<file path="config.mk">
export PLATFORM = sky130hd
export DESIGN_NAME = inst_fetch_resp
export DESIGN_NICKNAME = d
export VERILOG_FILES = /design/src/rtl/inst_fetch_resp_pkg.sv /design/src/rtl/inst_fetch_resp_fetch_fifo.sv /design/src/rtl/inst_fetch_resp.sv
export SDC_FILE = /design/constraint.sdc
export NUM_CORES = 1
export LEC_CHECK = 0
export ABC_CLOCK_PERIOD_IN_PS = 5500
export BUFFER_PORTS_ARGS = -buffer_cell sky130_fd_sc_hd__buf_4
export CORE_MARGIN = 4
export CORE_UTILIZATION = 40
export DETAILED_ROUTE_END_ITERATION = 7
export HOLD_SLACK_MARGIN = 0.08
export RECOVER_POWER = 25
export SETUP_SLACK_MARGIN = 0.5
export SYNTH_ARGS = -nofsm -noshare
export SYNTH_HDL_FRONTEND = slang
export SYNTH_SLANG_ARGS = --single-unit
</file>
<file path="constraint.sdc">
create_clock -name clk -period 5.5 [get_ports clk]
set_clock_uncertainty 0.2 [all_clocks]
set_input_delay 0.55 -clock clk [delete_from_list [all_inputs] [get_ports clk]]
set_output_delay 0.55 -clock clk [all_outputs]
set_load 0.05 [all_outputs]
</file>
<file path="src/rtl/inst_fetch_resp_pkg.sv">
// Shared constants for the instruction fetch responder: enable and branch
// encodings, default widths, buffer depth and the NOP word used by the
// optional alignment check (FETCH_ALIGN_CHK_EN).
package inst_fetch_resp_pkg;

    localparam logic FETCH_EN     = 1'b1;
    localparam logic BRANCH_TAKEN = 1'b1;

    localparam int FETCH_ADDR_W     = 32;
    localparam int FETCH_DATA_W     = 32;
    localparam int FETCH_FIFO_DEPTH = 2;

    localparam logic [31:0] FETCH_NOP_INST = 32'h0000_0000;

endpackage

</file>
<file path="src/rtl/inst_fetch_resp_fetch_fifo.sv">
// Synchronous FIFO for fetched words: push, pop, clear, count, empty, full.
// Head word is read straight out of the storage flops. DEPTH is a power of
// two, so the pointers wrap naturally.
module fetch_fifo #(
    parameter int WIDTH = 64,
    parameter int DEPTH = 2,
    localparam int PTR_W = $clog2(DEPTH),
    localparam int CNT_W = PTR_W + 1
) (
    input  logic             clk,
    input  logic             rst,
    input  logic             push_i,
    input  logic [WIDTH-1:0] data_i,
    input  logic             pop_i,
    input  logic             clear_i,
    output logic [WIDTH-1:0] data_o,
    output logic [CNT_W-1:0] count_o,
    output logic             empty_o,
    output logic             full_o
);

    logic [WIDTH-1:0] mem_q [DEPTH];
    logic [WIDTH-1:0] mem_d [DEPTH];
    logic [PTR_W-1:0] wr_ptr_q, wr_ptr_d;
    logic [PTR_W-1:0] rd_ptr_q, rd_ptr_d;
    logic [CNT_W-1:0] count_q, count_d;
    logic             do_push, do_pop;

    assign empty_o = (count_q == '0);
    assign full_o  = (count_q == CNT_W'(DEPTH));
    assign do_pop  = pop_i & ~empty_o;
    assign do_push = push_i & (~full_o | do_pop);

    // Next-state storage, pointers and count; clear wins over push/pop.
    always_comb begin
        mem_d    = mem_q;
        wr_ptr_d = wr_ptr_q;
        rd_ptr_d = rd_ptr_q;
        if (do_push) begin
            mem_d[wr_ptr_q] = data_i;
            wr_ptr_d        = wr_ptr_q + 1'b1;
        end
        if (do_pop) begin
            rd_ptr_d = rd_ptr_q + 1'b1;
        end
        count_d = count_q + CNT_W'(do_push) - CNT_W'(do_pop);
        if (clear_i) begin
            wr_ptr_d = '0;
            rd_ptr_d = '0;
            count_d  = '0;
        end
    end

    // Control state register with synchronous reset.
    always_ff @(posedge clk) begin
        if (rst) begin
            wr_ptr_q <= '0;
            rd_ptr_q <= '0;
            count_q  <= '0;
        end else begin
            wr_ptr_q <= wr_ptr_d;
            rd_ptr_q <= rd_ptr_d;
            count_q  <= count_d;
        end
    end

    // Storage register.
    // NOTE: storage is deliberately not reset; count/empty decide whether its contents mean anything.
    always_ff @(posedge clk) begin
        mem_q <= mem_d;
    end

    assign data_o  = mem_q[rd_ptr_q];
    assign count_o = count_q;

endmodule

</file>
<file path="src/rtl/inst_fetch_resp.sv">
// Instruction fetch responder: issues PC reads to a 1-cycle synchronous
// instruction memory, tags returned words with their PC, buffers them and
// hands them to decode over valid/ready. Back-pressures the PC generator
// with a registered stall and squashes everything on a branch flush.
// Optional: FETCH_ALIGN_CHK_EN replaces misaligned fetches with NOP_INST
// and flags them on inst_misalign_o.
module inst_fetch_resp
    import inst_fetch_resp_pkg::*;
#(
    parameter int ADDR_W     = FETCH_ADDR_W,
    parameter int DATA_W     = FETCH_DATA_W,
    parameter int FIFO_DEPTH = FETCH_FIFO_DEPTH
`ifdef FETCH_ALIGN_CHK_EN
    ,
    parameter logic [DATA_W-1:0] NOP_INST = DATA_W'(FETCH_NOP_INST)
`endif
) (
    input  logic              clk,
    input  logic              rst,
    input  logic              ce_i,
    input  logic [ADDR_W-1:0] pc_i,
    input  logic              flush_i,
    output logic              stall_o,
    output logic              mem_en_o,
    output logic [ADDR_W-1:0] mem_addr_o,
    input  logic [DATA_W-1:0] mem_data_i,
    output logic              inst_valid_o,
    input  logic              inst_ready_i,
    output logic [DATA_W-1:0] inst_o,
    output logic [ADDR_W-1:0] inst_pc_o,
    output logic              inst_misalign_o
);

    localparam int CNT_W = $clog2(FIFO_DEPTH) + 1;
    localparam int OCC_W = CNT_W + 1;
`ifdef FETCH_ALIGN_CHK_EN
    localparam int FLAG_W = 1;
`else
    localparam int FLAG_W = 0;
`endif
    localparam int ENTRY_W = FLAG_W + ADDR_W + DATA_W;

    logic               issue, push, pop;
    logic               inflight_q, inflight_d;
    logic [ADDR_W-1:0]  tag_q, tag_d;
    logic               stall_q, stall_d;
    logic [CNT_W-1:0]   count_next;
    logic [OCC_W-1:0]   occ_next;
    logic [ENTRY_W-1:0] entry_in, entry_out;
    logic [CNT_W-1:0]   fifo_count;
    logic               fifo_empty, fifo_full;
`ifdef FETCH_ALIGN_CHK_EN
    logic               mis_q, mis_d;
`endif

    // Request side: decide whether pc_i is accepted this cycle.
    always_comb begin
        issue      = (ce_i == FETCH_EN) && (flush_i != BRANCH_TAKEN) && !stall_q && !rst;
        mem_addr_o = pc_i;
`ifdef FETCH_ALIGN_CHK_EN
        mis_d      = issue && (pc_i[1:0] != 2'b00);
        mem_en_o   = issue && !mis_d;
`else
        mem_en_o   = issue;
`endif
        inflight_d = issue;
        tag_d      = issue ? pc_i : tag_q;
    end

    // Response side: push the returning word unless flushed; predict the
    // next occupancy so stall can be registered without glitches.
    always_comb begin
        push = inflight_q && (flush_i != BRANCH_TAKEN);
        pop  = inst_valid_o && inst_ready_i;
`ifdef FETCH_ALIGN_CHK_EN
        entry_in = {mis_q, tag_q, mis_q ? NOP_INST : mem_data_i};
`else
        entry_in = {tag_q, mem_data_i};
`endif
        count_next = fifo_count + CNT_W'(push && (!fifo_full || pop)) - CNT_W'(pop);
        if (flush_i == BRANCH_TAKEN) begin
            count_next = '0;
        end
        occ_next = OCC_W'(count_next) + OCC_W'(inflight_d);
        stall_d  = (occ_next >= OCC_W'(FIFO_DEPTH));
    end

    // Inflight tracking and stall register.
    // NOTE: sequential state uses non-blocking assignments only; the blocking forms live in always_comb.
    always_ff @(posedge clk) begin
        if (rst) begin
            inflight_q <= 1'b0;
            tag_q      <= '0;
            stall_q    <= 1'b0;
`ifdef FETCH_ALIGN_CHK_EN
            mis_q      <= 1'b0;
`endif
        end else begin
            inflight_q <= inflight_d;
            tag_q      <= tag_d;
            stall_q    <= stall_d;
`ifdef FETCH_ALIGN_CHK_EN
            mis_q      <= mis_d;
`endif
        end
    end

    fetch_fifo #(
        .WIDTH (ENTRY_W),
        .DEPTH (FIFO_DEPTH)
    ) u_fifo (
        .clk     (clk),
        .rst     (rst),
        .push_i  (push),
        .data_i  (entry_in),
        .pop_i   (pop),
        .clear_i (flush_i == BRANCH_TAKEN),
        .data_o  (entry_out),
        .count_o (fifo_count),
        .empty_o (fifo_empty),
        .full_o  (fifo_full)
    );

    // Decode-facing outputs: FIFO head, forced to zero while empty.
    always_comb begin
        stall_o      = stall_q;
        inst_valid_o = (fifo_count != '0);
        inst_o       = fifo_empty ? '0 : entry_out[DATA_W-1:0];
        inst_pc_o    = fifo_empty ? '0 : entry_out[ADDR_W+DATA_W-1:DATA_W];
`ifdef FETCH_ALIGN_CHK_EN
        inst_misalign_o = !fifo_empty && entry_out[ENTRY_W-1];
`else
        inst_misalign_o = 1'b0;
`endif
    end

endmodule

</file>
* After elaboration in Yosys (flattened, before gate mapping)
Cells that the tools add are included.
** Storage, ports and cells
- Register bits after elaboration :: 166
- Bits of input ports :: 69
- Output and inout bits :: 100
- Word-level logic and storage cells :: 51
** Cells by class
- Add/subtract/negate cells :: 7
- Order comparisons :: 4
- Equality and inequality tests :: 1
- Mux-type cells :: 9
- Bitwise gates (word level) :: 8
- Reduce and logical (&&, ||, !) cells :: 14
** Operators with widths (number)
- 2-to-1 mux 64 bit :: 4
- bitwise mux 128 bit :: 1
- demux 64 bit (select 1 bit) :: 1
- 2-to-1 mux 32 bit :: 2
- logical AND 1 bit :: 7
- adder 2 x 1 -> 2 bit :: 2
- >= comparator 2 bit, second input constant :: 2
- NOT 1 -> 2 bit :: 2
- subtractor 2 x 1 -> 2 bit :: 2
- adder 2 x 1 -> 3 bit :: 1
- >= comparator 3 x 2 -> 1 bit, second input constant :: 1
- zero test 1 bit :: 3
- NOT 1 bit :: 3
- adder 1 bit, second input constant :: 2
- AND 1 bit :: 2
- equality test 2 bit, second input constant :: 1
- zero test 2 bit :: 1
- < comparator 2 x 1 -> 1 bit, second input constant :: 1
- 2-to-1 mux 2 bit :: 1
- nonzero test 2 bit :: 1
- OR reduction 2 bit :: 1
- logical OR 1 bit :: 1
- bitwise OR 1 bit :: 1

* Logic depth before layout (Yosys ltp)
Gate-level depths: netlist (run 1).
- Word-level depth :: 9
- Mapped depth :: 8
- Gate-level depth less buffers :: 8

* Hierarchy
From an unflattened synthesis (run 1), not the netlist that was laid out.
** Unflattened totals
- Cell total of the unflattened synthesis :: 453
- Area total of the unflattened synthesis :: 7055.5 µm²
** Modules (own cells, without submodules)
- fetch_fifo :: instances 1, cells each 229, area an instance 4843.4 µm², seq. area each 3923.8 µm²
- inst_fetch_resp :: instances 1, cells each 224, area an instance 2212.1 µm², seq. area each 680.7 µm²

* Least setup slack after synthesis (run 1)
Ideal clock, no wire load.
- Path type :: input port to flip-flop
- From :: input port flush_i
- To :: register u_fifo.mem_q[100] in the netlist's numbering, enable pin
- Setup time :: 0.494 ns
- Arrival time :: 3.813 ns
- Data required time :: 4.806 ns
- Path slack :: 0.994 ns
- Stages :: 3
- Buffers on the path :: 0
- Path through :: nand2b_1 a21oi_1 nor2b_1
** On the way
- Longest elaborated chain between the ends :: 3
** Ends and longest elaborated chain
- from (decl) :: line inst_fetch_resp.sv:22 : input logic flush_i,
- NOT 1 bit :: line inst_fetch_resp.sv:73 : push = inflight_q && (flush_i != BRANCH_TAKEN);
- logical AND 1 bit :: line inst_fetch_resp.sv:73
- AND 1 bit :: line inst_fetch_resp_fetch_fifo.sv:32 : assign do_push = push_i & (~full_o | do_pop);
- via u_fifo.do_push :: line inst_fetch_resp_fetch_fifo.sv:27 : logic do_push, do_pop;
- to (signal assigned) :: line inst_fetch_resp_fetch_fifo.sv:70 : mem_q <= mem_d;
- to (decl) :: line inst_fetch_resp_fetch_fifo.sv:22 : logic [WIDTH-1:0] mem_q [DEPTH];
The timed path passes the listed nets, and every way through them passes these cells.
A chain may end at the register's enable or synchronous reset.

* Final worst setup path (run 1)
- From :: register u_fifo.rd_ptr_q
- To :: output port inst_pc_o[0]
** On the way
- Longest elaborated chain between the ends :: 5
** Ends and longest elaborated chain
- from (decl) :: line inst_fetch_resp_fetch_fifo.sv:25 : logic [PTR_W-1:0] rd_ptr_q, rd_ptr_d;
- from (signal assigned) :: line inst_fetch_resp_fetch_fifo.sv:62 : rd_ptr_q <= rd_ptr_d;
- NOT 1 -> 2 bit (not written as such) :: line inst_fetch_resp_fetch_fifo.sv:73 : assign data_o = mem_q[rd_ptr_q];
- 2-to-1 mux 64 bit (not written as such) (3 in a row) :: line inst_fetch_resp_fetch_fifo.sv:73
- 2-to-1 mux 32 bit :: line inst_fetch_resp.sv:129 : inst_pc_o = fifo_empty ? '0 : entry_out[ADDR_W+DATA_W-1:DATA_W];
- to (decl) :: line inst_fetch_resp.sv:30 : output logic [ADDR_W-1:0] inst_pc_o,
Every way passes these cells. The select of a mux whose other input is x is not followed.

==> results.cfg, run 1 <==
[run_status]
status = complete, no violations

[route]
finalWirelength_um = 12660
first_iter_violations = 174
firstDrtPassIters = 6
avgViaCountPerCell = 4.523
wl_per_cell_um = 15.16
dr_total_vias = 3777
drcViolationCount = 0
ant_nets = 0

[synthesis]
synth_nets = 546
seq_area_frac_synth = 0.7125
syn_area_per_cell_um2 = 13.61
synthSimpleGateAreaFrac = 0.08519
synth_top_family_by_area = multiplexers
synth.cell_area_um2 = 6462
synthXorXnorAreaFrac = 0.004840
synth_mux_area_frac = 0.1007
synth_cells = 475
synth_seq_cells = 166
synthAdderAreaFrac = 0.003872
ys_types = 25
synth-compound-area-share = 0.02749
ys_warn_count = 0

[floorplan]
fp.dieArea_um2 = 18250
rows = 46
start_util = 0.4068
die_w_um = 135.1
core_area_um2 = 15890
num_io_pins = 169
die_h_um = 135.1

[job]
cap_violations = 0

[worst_setup_path]
crit_chain = mux2i_1 > nor2_1 > buf_4
cp.arrival_ns = 2.20
crit_type = reg2out
crit_required_ns = 4.75
crit_family = flip-flops
critPathMaxStageDelay_ns = 1.11
cp-end-kind = output port
cp-start-kind = flip-flop
critical_path_peak_fanout = 65
worst-path-buf-inv = 1
slowest_stage = dfxtp_4

[sta]
hold_viol = 0
setup_viol = 0
tns_ns = 0
worst_slew_pin_slew_ns = 1.168
layout_min_cycle_time_ns = 2.951
max_freq_mhz = 338.9
slew_viol_final = 0
min_period_over_period = 0.5365
slew_headroom = 0.2215
grt_setup_unrepaired = no

[clock_tree]
post_cts_buffers = 0
clock-root-buffer = clkbuf_16
ctsHoldBuffers = 0
cts_max_path_buffers = 2
clock_sinks = 166
clock_latency_ns = 0.42
cts_buffers = 17
clk_pin_slew_worst_paths_ns = 0.06
h-tree-depth = 4
cts_resized = 0
tritoncts = done

[placement]
place_hpwl_um = 8439
io_buffers = 167
place.gp.congestion = 0.7018

[global_routing]
grt_pass1_wl_um = 19660
grt_max_degree = 66
grt_usage = 0.1417
grt_pass1_vias = 3833
grt_antenna_before_repair = 0
grt_overflow = 0

[power]
peakVddDrop_v = 0.0002166
total_power_w = 0.002811
p_leak_nw = 2.955
power_density_nw_per_um2 = 342.1

[cells_and_area]
final_nets = 677
syn_to_final_growth_pct = 27.16
antennaDiodeCount = 0
drive_gt1_frac = 0.3118

[min_path]
hp-class = in2reg
==> state kept, by name (all words and copies together), names as in the netlist <==
name and cells:
u_fifo.mem_q 128, stall_o 1, u_fifo.wr_ptr_q 1, inflight_q 1
u_fifo.count_o 2, tag_q 32, u_fifo.rd_ptr_q 1
==> worst reg2reg max path, delay by kind of cell (launching register included) <==
kind | cells | cell delay [ns]
AND/OR/NAND/NOR | 2 | 0.88
buffers and inverters | 1 | 0.43
flip-flops | 1 | 0.41
AO/OA/AOI/OAI | 1 | 0.35
==> layout by cell type (no fill, tap or decap), drive strengths merged, types with 3 or more instances in the layout <==
cell type    n
dfxtp       38
a21oi       33
buf        139
nor2        67
clkinv       4
nand2       65
mux2i       65
edfxtp     128
clkinvlp     3
inv          9
clkbuf      51
==> layer usage <==
metal,routed length [µm],up-vias,part of all wire,GRT usage
met1,5710,1764,0.45,0.1820
met5,0,-,0,0
met4,162,0,0.013,0.05431
li1,-,1888,-,-
met2,6033,112,0.48,0.2251
met3,752,13,0.059,0.04508
==> worst paths after layout <==
path | from | end | slack (ns) | depth (start not counted)
worst max register to register | u_fifo.count_o[0]$_SDFF_PP0_ | u_fifo.mem_q[83]$_DFFE_PP_ | 2.91 | 4
worst max-delay path | u_fifo.rd_ptr_q$_SDFFE_PP0P_ | inst_pc_o[0] | 2.55 | 3
worst min-delay path | mem_data_i[3] | u_fifo.mem_q[67]$_DFFE_PP_ | 0.14 | 1
worst min register to register | tag_q[30]$_SDFFE_PP0P_ | u_fifo.mem_q[126]$_DFFE_PP_ | 0.26 | 0
==> per-stage QoR <==
stage / instance area (µm²) / util / hold slack (ns) / setup slack (ns) / std cells
after global placement: 7639 / 0.4809 / 0.2307 / 2.615 / 803
after global routing: 8218 / 0.5173 / 0.1153 / 2.368 / 835
after detailed placement: 7639 / 0.4809 / 0.2417 / 2.526 / 803
final: 8218 / 0.5173 / 0.1393 / 2.549 / 835
after floorplan: 6462 / - / 0.2254 / 0.9935 / 475
after CTS: 8274 / 0.5209 / 0.09075 / 2.470 / 835
==> synth_stat cells <==
master    count  area, µm²
inv_1         5      18.77
edfxtp_1    128       3844
nor2b_1       1      6.260
a21o_1        1      7.510
dfxtp_1      38      760.7
mux2i_1      65      650.6
xor2_1        1      8.760
and2_1        2      12.51
buf_6         5      56.30
or4b_4        1      13.76
ha_1          2      25.02
clkinv_4      1      8.760
nor3_1        2      10.01
nor2_1       67      251.5
clkbuf_1      5      18.77
o21ai_0       1      5.000
buf_1         5      18.77
nand2b_1      1      6.260
buf_4        33      247.7
or3_1         1      6.260
conb_1        1      3.750
a21oi_1      33      165.2
nand2_1      65      244.0
buf_2        10      50.05
xnor3_1       1      22.52
==> where the power goes <==
part           total, W  leakage [nW]  switching (W)  internal (W)
Combinational  0.000203          1.24       0.000135     0.0000679
Clock           0.00123         0.305       0.000478      0.000754
Sequential      0.00138          1.41      0.0000101       0.00137
==> area by class of cell <==
type / count / area, µm²
clock buffer: 20 / 500.5
clock inverter: 12 / 135.1
fill: 1433 / 7667
inverter: 6 / 27.53
multi-input combinational: 245 / 1456
sequential: 166 / 4608
tap: 216 / 270.3
timing repair buffer: 170 / 1220
==> cell families after synthesis <==
logic type	after synthesis
flip-flops	166
other	1
XOR/XNOR	2
AO/OA/AOI/OAI	35
multiplexers	65
buffers and inverters	64
AND/OR/NAND/NOR	140
adder cells (fa/ha/maj)	2
No activity file was read; power rests on OpenSTA's default activity.
==> inputs of run 2 (changes only) <==
--- a/config.mk
+++ b/config.mk
@@ -5,7 +5,8 @@
 export SDC_FILE = /design/constraint.sdc
 export NUM_CORES = 1
 export LEC_CHECK = 0
-export ABC_CLOCK_PERIOD_IN_PS = 5500
+export ABC_AREA = 1
+export ABC_CLOCK_PERIOD_IN_PS = 2640
 export BUFFER_PORTS_ARGS = -buffer_cell sky130_fd_sc_hd__buf_4
 export CORE_MARGIN = 4
 export CORE_UTILIZATION = 40
==> constraint.sdc (replaced) <==
create_clock -name clk -period 2.64 [get_ports clk]
set_clock_uncertainty 0.2 [all_clocks]
set_input_delay 0.264 -clock clk [delete_from_list [all_inputs] [get_ports clk]]
set_output_delay 0.264 -clock clk [all_outputs]
set_load 0.05 [all_outputs]
==> results.cfg, run 2 <==
[global_routing]
grt_antenna_before_repair = 0
grt_pass1_vias = 4860
grt_pass1_wl_um = 25010
grt_overflow = 0
grt_max_degree = 41
grt_usage = 0.1603

[clock_tree]
cts_buffers = 17
clock_latency_ns = 0.41
tritoncts = done
clock-root-buffer = clkbuf_16
clk_pin_slew_worst_paths_ns = 0.06
h-tree-depth = 4
cts_max_path_buffers = 2
clock_sinks = 166

[synthesis]
synth_largest_area_cell = edfxtp_1
synth_top_cell_area_share = 0.5453
synth_nets = 675
synth_seq_cells = 166
syn_area_per_cell_um2 = 11.67
yosysMostFrequentCell = nand2_1
seq_area_frac_synth = 0.6532
synth.cell_area_um2 = 7049
synth_edf_count = 128
synth-async-reset-ratio = 0
synthTopCellsByCount = 171 x nand2_1, 128 x edfxtp_1, 65 x a21oi_1, 40 x buf_4, 38 x dfxtp_1
synth_cells = 604
ys_types = 24
ys_warn_count = 0
synth_ff_type = edfxtp_1
synth_area_leaders = edfxtp_1 55%, dfxtp_1 11%, nand2_1 9.1%

[cells_and_area]
drive_gt1_frac = 0.3566
final_nets = 888
design_area_um2 = 9726
layout_commonest_cell = nand2_1
final_cell_mix = 171 x nand2_1, 161 x buf_4, 128 x edfxtp_1, 74 x dlygate4sd3_1, 53 x a21oi_1
syn_to_final_growth_pct = 37.97
antennaDiodeCount = 0
largest-register = u_fifo.mem_q
fill_cells = 1467
largest_reg_flops = 128

[worst_setup_path]
critical_path_peak_fanout = 30
critPathMaxStageDelay_ns = 0.54
cp.arrival_ns = 2.15
slowest_stage = dlygate4sd3_1
crit_type = reg2reg
cp-end-kind = flip-flop
cp-start-kind = flip-flop
crit_chain = nor2_8 > nand3b_1 > nand2_1 > nor2_2 > dlygate4sd3_1
crit_family = simple AND/OR/NAND/NOR gates
worst-path-buf-inv = 1
crit_required_ns = 2.74

[sta]
layout_setup_ws_ns = 0.5931
setup_viol = 0
worst_slew_pin_slew_ns = 0.5359
min_period_over_period = 0.7753
hold_viol = 0
grt_setup_unrepaired = no
fin_hold_ws_ns = 0.1668
slew_headroom = 0.6428
layout_min_cycle_time_ns = 2.047
tns_ns = 0
slew_viol_final = 0
max_freq_mhz = 488.6

[route]
wl_per_cell_um = 15.40
firstDrtPassIters = 6
finalWirelength_um = 16240
dr_total_vias = 4950
avgViaCountPerCell = 4.692
ant_nets = 0
first_iter_violations = 232
drcViolationCount = 0

[floorplan]
start_util = 0.4076
fp.dieArea_um2 = 19810
core_area_um2 = 17300
die_w_um = 140.8
die_h_um = 140.8
rows = 48
num_io_pins = 169

[power]
power_density_nw_per_um2 = 619.3
pwr-share-clk = 0.418
p_leak_nw = 3.871
switching_share = 0.2214
total_power_w = 0.006023
seqPwrFrac = 0.480
p_switching_w = 0.001334
p_int_w = 0.004690
combPwrFrac = 0.102
peakVddDrop_v = 0.0004506

[placement]
place.gp.congestion = 0.7327
place_ws_ns = 0.7443
place_area_um2 = 8182
place_hpwl_um = 9722
io_buffers = 167

[min_path]
hp-class = in2reg

[run_status]
status = complete, no violations

[job]
cap_violations = 0
run 2: final timing paths:
path / startpoint / end / depth (start not counted) / slack [ns]
worst min register to register: tag_q[28]$_SDFFE_PP0P_ / u_fifo.mem_q[60]$_DFFE_PP_ / 0 / 0.27
worst max-delay path: stall_o$_SDFF_PP0_ / tag_q[17]$_SDFFE_PP0P_ / 5 / 0.59
worst max register to register: stall_o$_SDFF_PP0_ / tag_q[17]$_SDFFE_PP0P_ / 5 / 0.59
worst min-delay path: ce_i / stall_o$_SDFF_PP0_ / 5 / 0.17
run 2: what timing repair did:
| action | CTS | global route |
|---|---|---|
| buffers inserted | 2 | 5 |
| pin swaps | 0 | 1 |
| hold endpoints to repair | 100 | 0 |
| hold buffers | 74 | 0 |
| setup endpoints to repair | 52 | 49 |
| cloned | 2 | 1 |
| gates resized for setup | 8 | 16 |
run 2: worst register-to-register path: cells and delay by family, from the launching register on:
| kind | cells | cell delay (ns) |
|---|---|---|
| buffers and inverters | 1 | 0.54 |
| DFF | 1 | 0.40 |
| and+or+nand+nor | 4 | 0.80 |
run 2: power groups by stage:
stage	clock [W]	combinational (W)	sequential [W]
CTS	0.00258	0.000615	0.00289
global placement	0	0.000516	0.00294
global route	0.00268	0.000660	0.00289
finish	0.00252	0.000616	0.00289
floorplan	0	0.000392	0.00294
detailed placement	0	0.000524	0.00295
run 2: cells by family after synthesis:
logic type      Yosys count  share of synthesized area
compound gates           98                    0.08662
buf+inv                  86                    0.09159
simple gates            251                     0.1645
flops                   166                     0.6532
other cells               1                  0.0005320
fa+ha+maj                 2                   0.003549
run 2: per-stage QoR:
| step | std cells | util |
|---|---|---|
| CTS | 1049 | 0.5577 |
| global placement | 939 | 0.4730 |
| finish | 1055 | 0.5623 |
| floorplan | 604 | - |
| detailed placement | 939 | 0.4730 |
| global route | 1055 | 0.5623 |
run 2: cell type report:
| type | count | area, µm² | share of cell area |
|---|---|---|---|
| Inverter | 16 | 71.32 | 0.007333 |
| Clock inverter | 12 | 148.9 | 0.01531 |
| Tap cell | 225 | 281.5 | 0.02895 |
| Multi-Input combinational cell | 352 | 1874 | 0.1927 |
| Clock buffer | 20 | 467.9 | 0.04812 |
| Timing Repair Buffer | 264 | 2272 | 0.2336 |
| Sequential cell | 166 | 4609 | 0.4739 |
run 2: metal layers:
layer  GRT usage  share of wire  up-vias
met5           0              0        -
met4     0.04742          0.013        0
met3     0.04104          0.058       22
met1      0.2108           0.45     2311
li1            -              -     2446
met2      0.2634           0.48      171
==> inputs of run 3 (changes only) <==
--- a/config.mk
+++ b/config.mk
@@ -5,13 +5,14 @@
 export SDC_FILE = /design/constraint.sdc
 export NUM_CORES = 1
 export LEC_CHECK = 0
-export ABC_AREA = 1
-export ABC_CLOCK_PERIOD_IN_PS = 2640
+export ABC_AREA = 0
+export ABC_CLOCK_PERIOD_IN_PS = 1800
 export BUFFER_PORTS_ARGS = -buffer_cell sky130_fd_sc_hd__buf_4
 export CORE_MARGIN = 4
 export CORE_UTILIZATION = 40
 export DETAILED_ROUTE_END_ITERATION = 7
 export HOLD_SLACK_MARGIN = 0.08
+export PLACE_DENSITY = 0.66
 export RECOVER_POWER = 25
 export SETUP_SLACK_MARGIN = 0.5
 export SYNTH_ARGS = -nofsm -noshare
==> constraint.sdc (replaced) <==
create_clock -name clk -period 1.8 [get_ports clk]
set_clock_uncertainty 0.2 [all_clocks]
set_input_delay 0.18 -clock clk [delete_from_list [all_inputs] [get_ports clk]]
set_output_delay 0.18 -clock clk [all_outputs]
set_load 0.05 [all_outputs]
==> results.cfg, run 3 (synthesis results as in run 1) <==
[floorplan]
num_io_pins = 169
die_h_um = 135.1
start_util = 0.4068
rows = 46
die_w_um = 135.1
core_area_um2 = 15890
fp.dieArea_um2 = 18250

[cells_and_area]
largest_reg_flops = 128
final_core_util = 0.7499
largest-register = u_fifo.mem_q
final_cell_mix = 128 x edfxtp_1, 116 x buf_4, 65 x nor2_4, 65 x dlygate4sd3_1, 59 x buf_6
fill_cells = 929
design_area_um2 = 11910
drive_gt1_frac = 0.5690
layout_commonest_cell = edfxtp_1
seqCellArea_um2 = 4614
syn_to_final_growth_pct = 84.34
final_nets = 826
final_cell_count_no_fill = 985
multi_input_area_um2 = 2584

[clock_tree]
clock_latency_ns = 0.42
tritoncts = done
cts_buffers = 17
clock-root-buffer = clkbuf_16
cts_max_path_buffers = 2
clock_sinks = 166
h-tree-depth = 4
clk_pin_slew_worst_paths_ns = 0.06

[worst_setup_path]
cp-start-kind = flip-flop
cp-end-kind = output port
cp.arrival_ns = 1.66
rrSetupSlack_ns = -0.08
r2r_end = u_fifo.mem_q[64]$_DFFE_PP_
crit_required_ns = 1.42
critical_path_peak_fanout = 8
crit_type = reg2out
r2r_cells = 8
rr_startpoint = u_fifo.count_o[0]$_SDFF_PP0_

[sta]
grt_setup_unrepaired = yes
setup_viol = 109
max_freq_mhz = 489.5
hold_viol = 0
min_period_over_period = 1.135
layout_min_cycle_time_ns = 2.043
slew_viol_final = 0
layout_setup_ws_ns = -0.2429

[global_routing]
grt_usage = 0.1779
grt_busiest_layer = met2
grt_overflow = 0
gr-usage-met3 = 0.03614
grtUsageMet1 = 0.2113
grt.met2_usage = 0.3128
grt_pass1_wl_um = 24670
grt_pass1_vias = 4787
grt_max_degree = 37
grt_antenna_before_repair = 1

[placement]
place_area_um2 = 8616
place_hpwl_um = 9420
io_buffers = 167
place.gp.congestion = 0.7337
place_inst = 826

[job]
cap_violations = 0

[route]
ant_nets = 0
first_iter_violations = 246
drcViolationCount = 0
dr_total_vias = 4723
finalWirelength_um = 18900
firstDrtPassIters = 4
avgViaCountPerCell = 4.795
wl_per_cell_um = 19.18

[min_path]
holdPathEnd = u_fifo.rd_ptr_q$_SDFFE_PP0P_
whs_path_depth = 5
hold_path.startpoint = inst_ready_i
hp-class = in2reg

[power]
peakVddDrop_v = 0.0006951
power_density_nw_per_um2 = 773.4
p_leak_nw = 4.261

[run_status]
violations = negative setup slack
status = finished with violations
[run 3: cell count changes in the layout (fill, tap and decap cells not counted), moves of 27 or more]
cell | previous run | this run
nand2_1 | 171 | 56
nor2_4 | 3 | 65
buf_6 | 3 | 59
buf_4 | 161 | 116
mux2i_4 | 0 | 39
a21oi_2 | 44 | 6
nand3b_1 | 32 | 0
buf_8 | 1 | 31
a21oi_1 | 53 | 26
nor2_2 | 28 | 1
[run 3: area by class of cell]
type                    count  share of cell area
clock inverters            12             0.01680
repair inverters            1           0.0009453
well taps                 216             0.02269
diodes                      1           0.0002101
inverters                   6            0.003256
flip-flops and latches    166              0.3874
repair buffers            317              0.3144
multi-input cells         246              0.2169
clock buffers              20             0.03750
[run 3: worst max-delay path by stage]
stage / from / depth (start not counted) / endpoint
6_report: u_fifo.rd_ptr_q$_SDFFE_PP0P_ / 5 / inst_o[2]
3_5_place_dp: u_fifo.count_o[1]$_SDFF_PP0_ / 8 / stall_o$_SDFF_PP0_
5_1_grt: u_fifo.rd_ptr_q$_SDFFE_PP0P_ / 5 / inst_o[2]
3_3_place_gp: u_fifo.count_o[1]$_SDFF_PP0_ / 8 / stall_o$_SDFF_PP0_
4_1_cts: u_fifo.rd_ptr_q$_SDFFE_PP0P_ / 4 / inst_o[26]
2_1_floorplan: u_fifo.count_o[0]$_SDFF_PP0_ / 3 / u_fifo.mem_q[100]$_DFFE_PP_
[run 3: power by group]
group | leakage [nW] | total (W) | internal (W) | switching, W
Sequential | 1.41 | 0.00422 | 0.00418 | 0.0000406
Clock | 0.308 | 0.00394 | 0.00250 | 0.00144
Combinational | 2.55 | 0.00106 | 0.000508 | 0.000548
[run 3: timing repair]
item / CTS / global route
setup buffers: 18 / 11
setup endpoints to repair: 231 / 233
endpoints found under the hold margin: 101 / 0
pin swaps: 2 / 30
resized for setup: 83 / 144
cloned: 9 / 23
hold buffers: 65 / 0
[run 3: critical path, stage by stage, from the launching register on]
cell	delay, ns
dfxtp_4	0.40
buf_4	0.14
buf_16	0.16
mux2i_1	0.31
nor2_4	0.07
buf_8	0.15
[run 3: stage by stage]
step	worst slack (ns)	total power, W	TNS (ns)	hold WS [ns]
final	-0.2429	0.009213	-13.99	0.06148
after global routing	-0.2818	0.009473	-19.34	0.09029
after CTS	-0.2685	0.009153	-14.57	0.03187
after detailed placement	-0.05617	0.005040	-0.05617	0.1680
after global placement	0.03797	0.005023	0	0.1655
after floorplan	-0.4017	0.004798	-40.82	0.05900
[run 3: per-layer routing]
layer	wire length, µm	up-vias
li1	-	2208
met1	7554	2341
met2	10220	146
met3	755	28
met4	362	0
met5	0	-
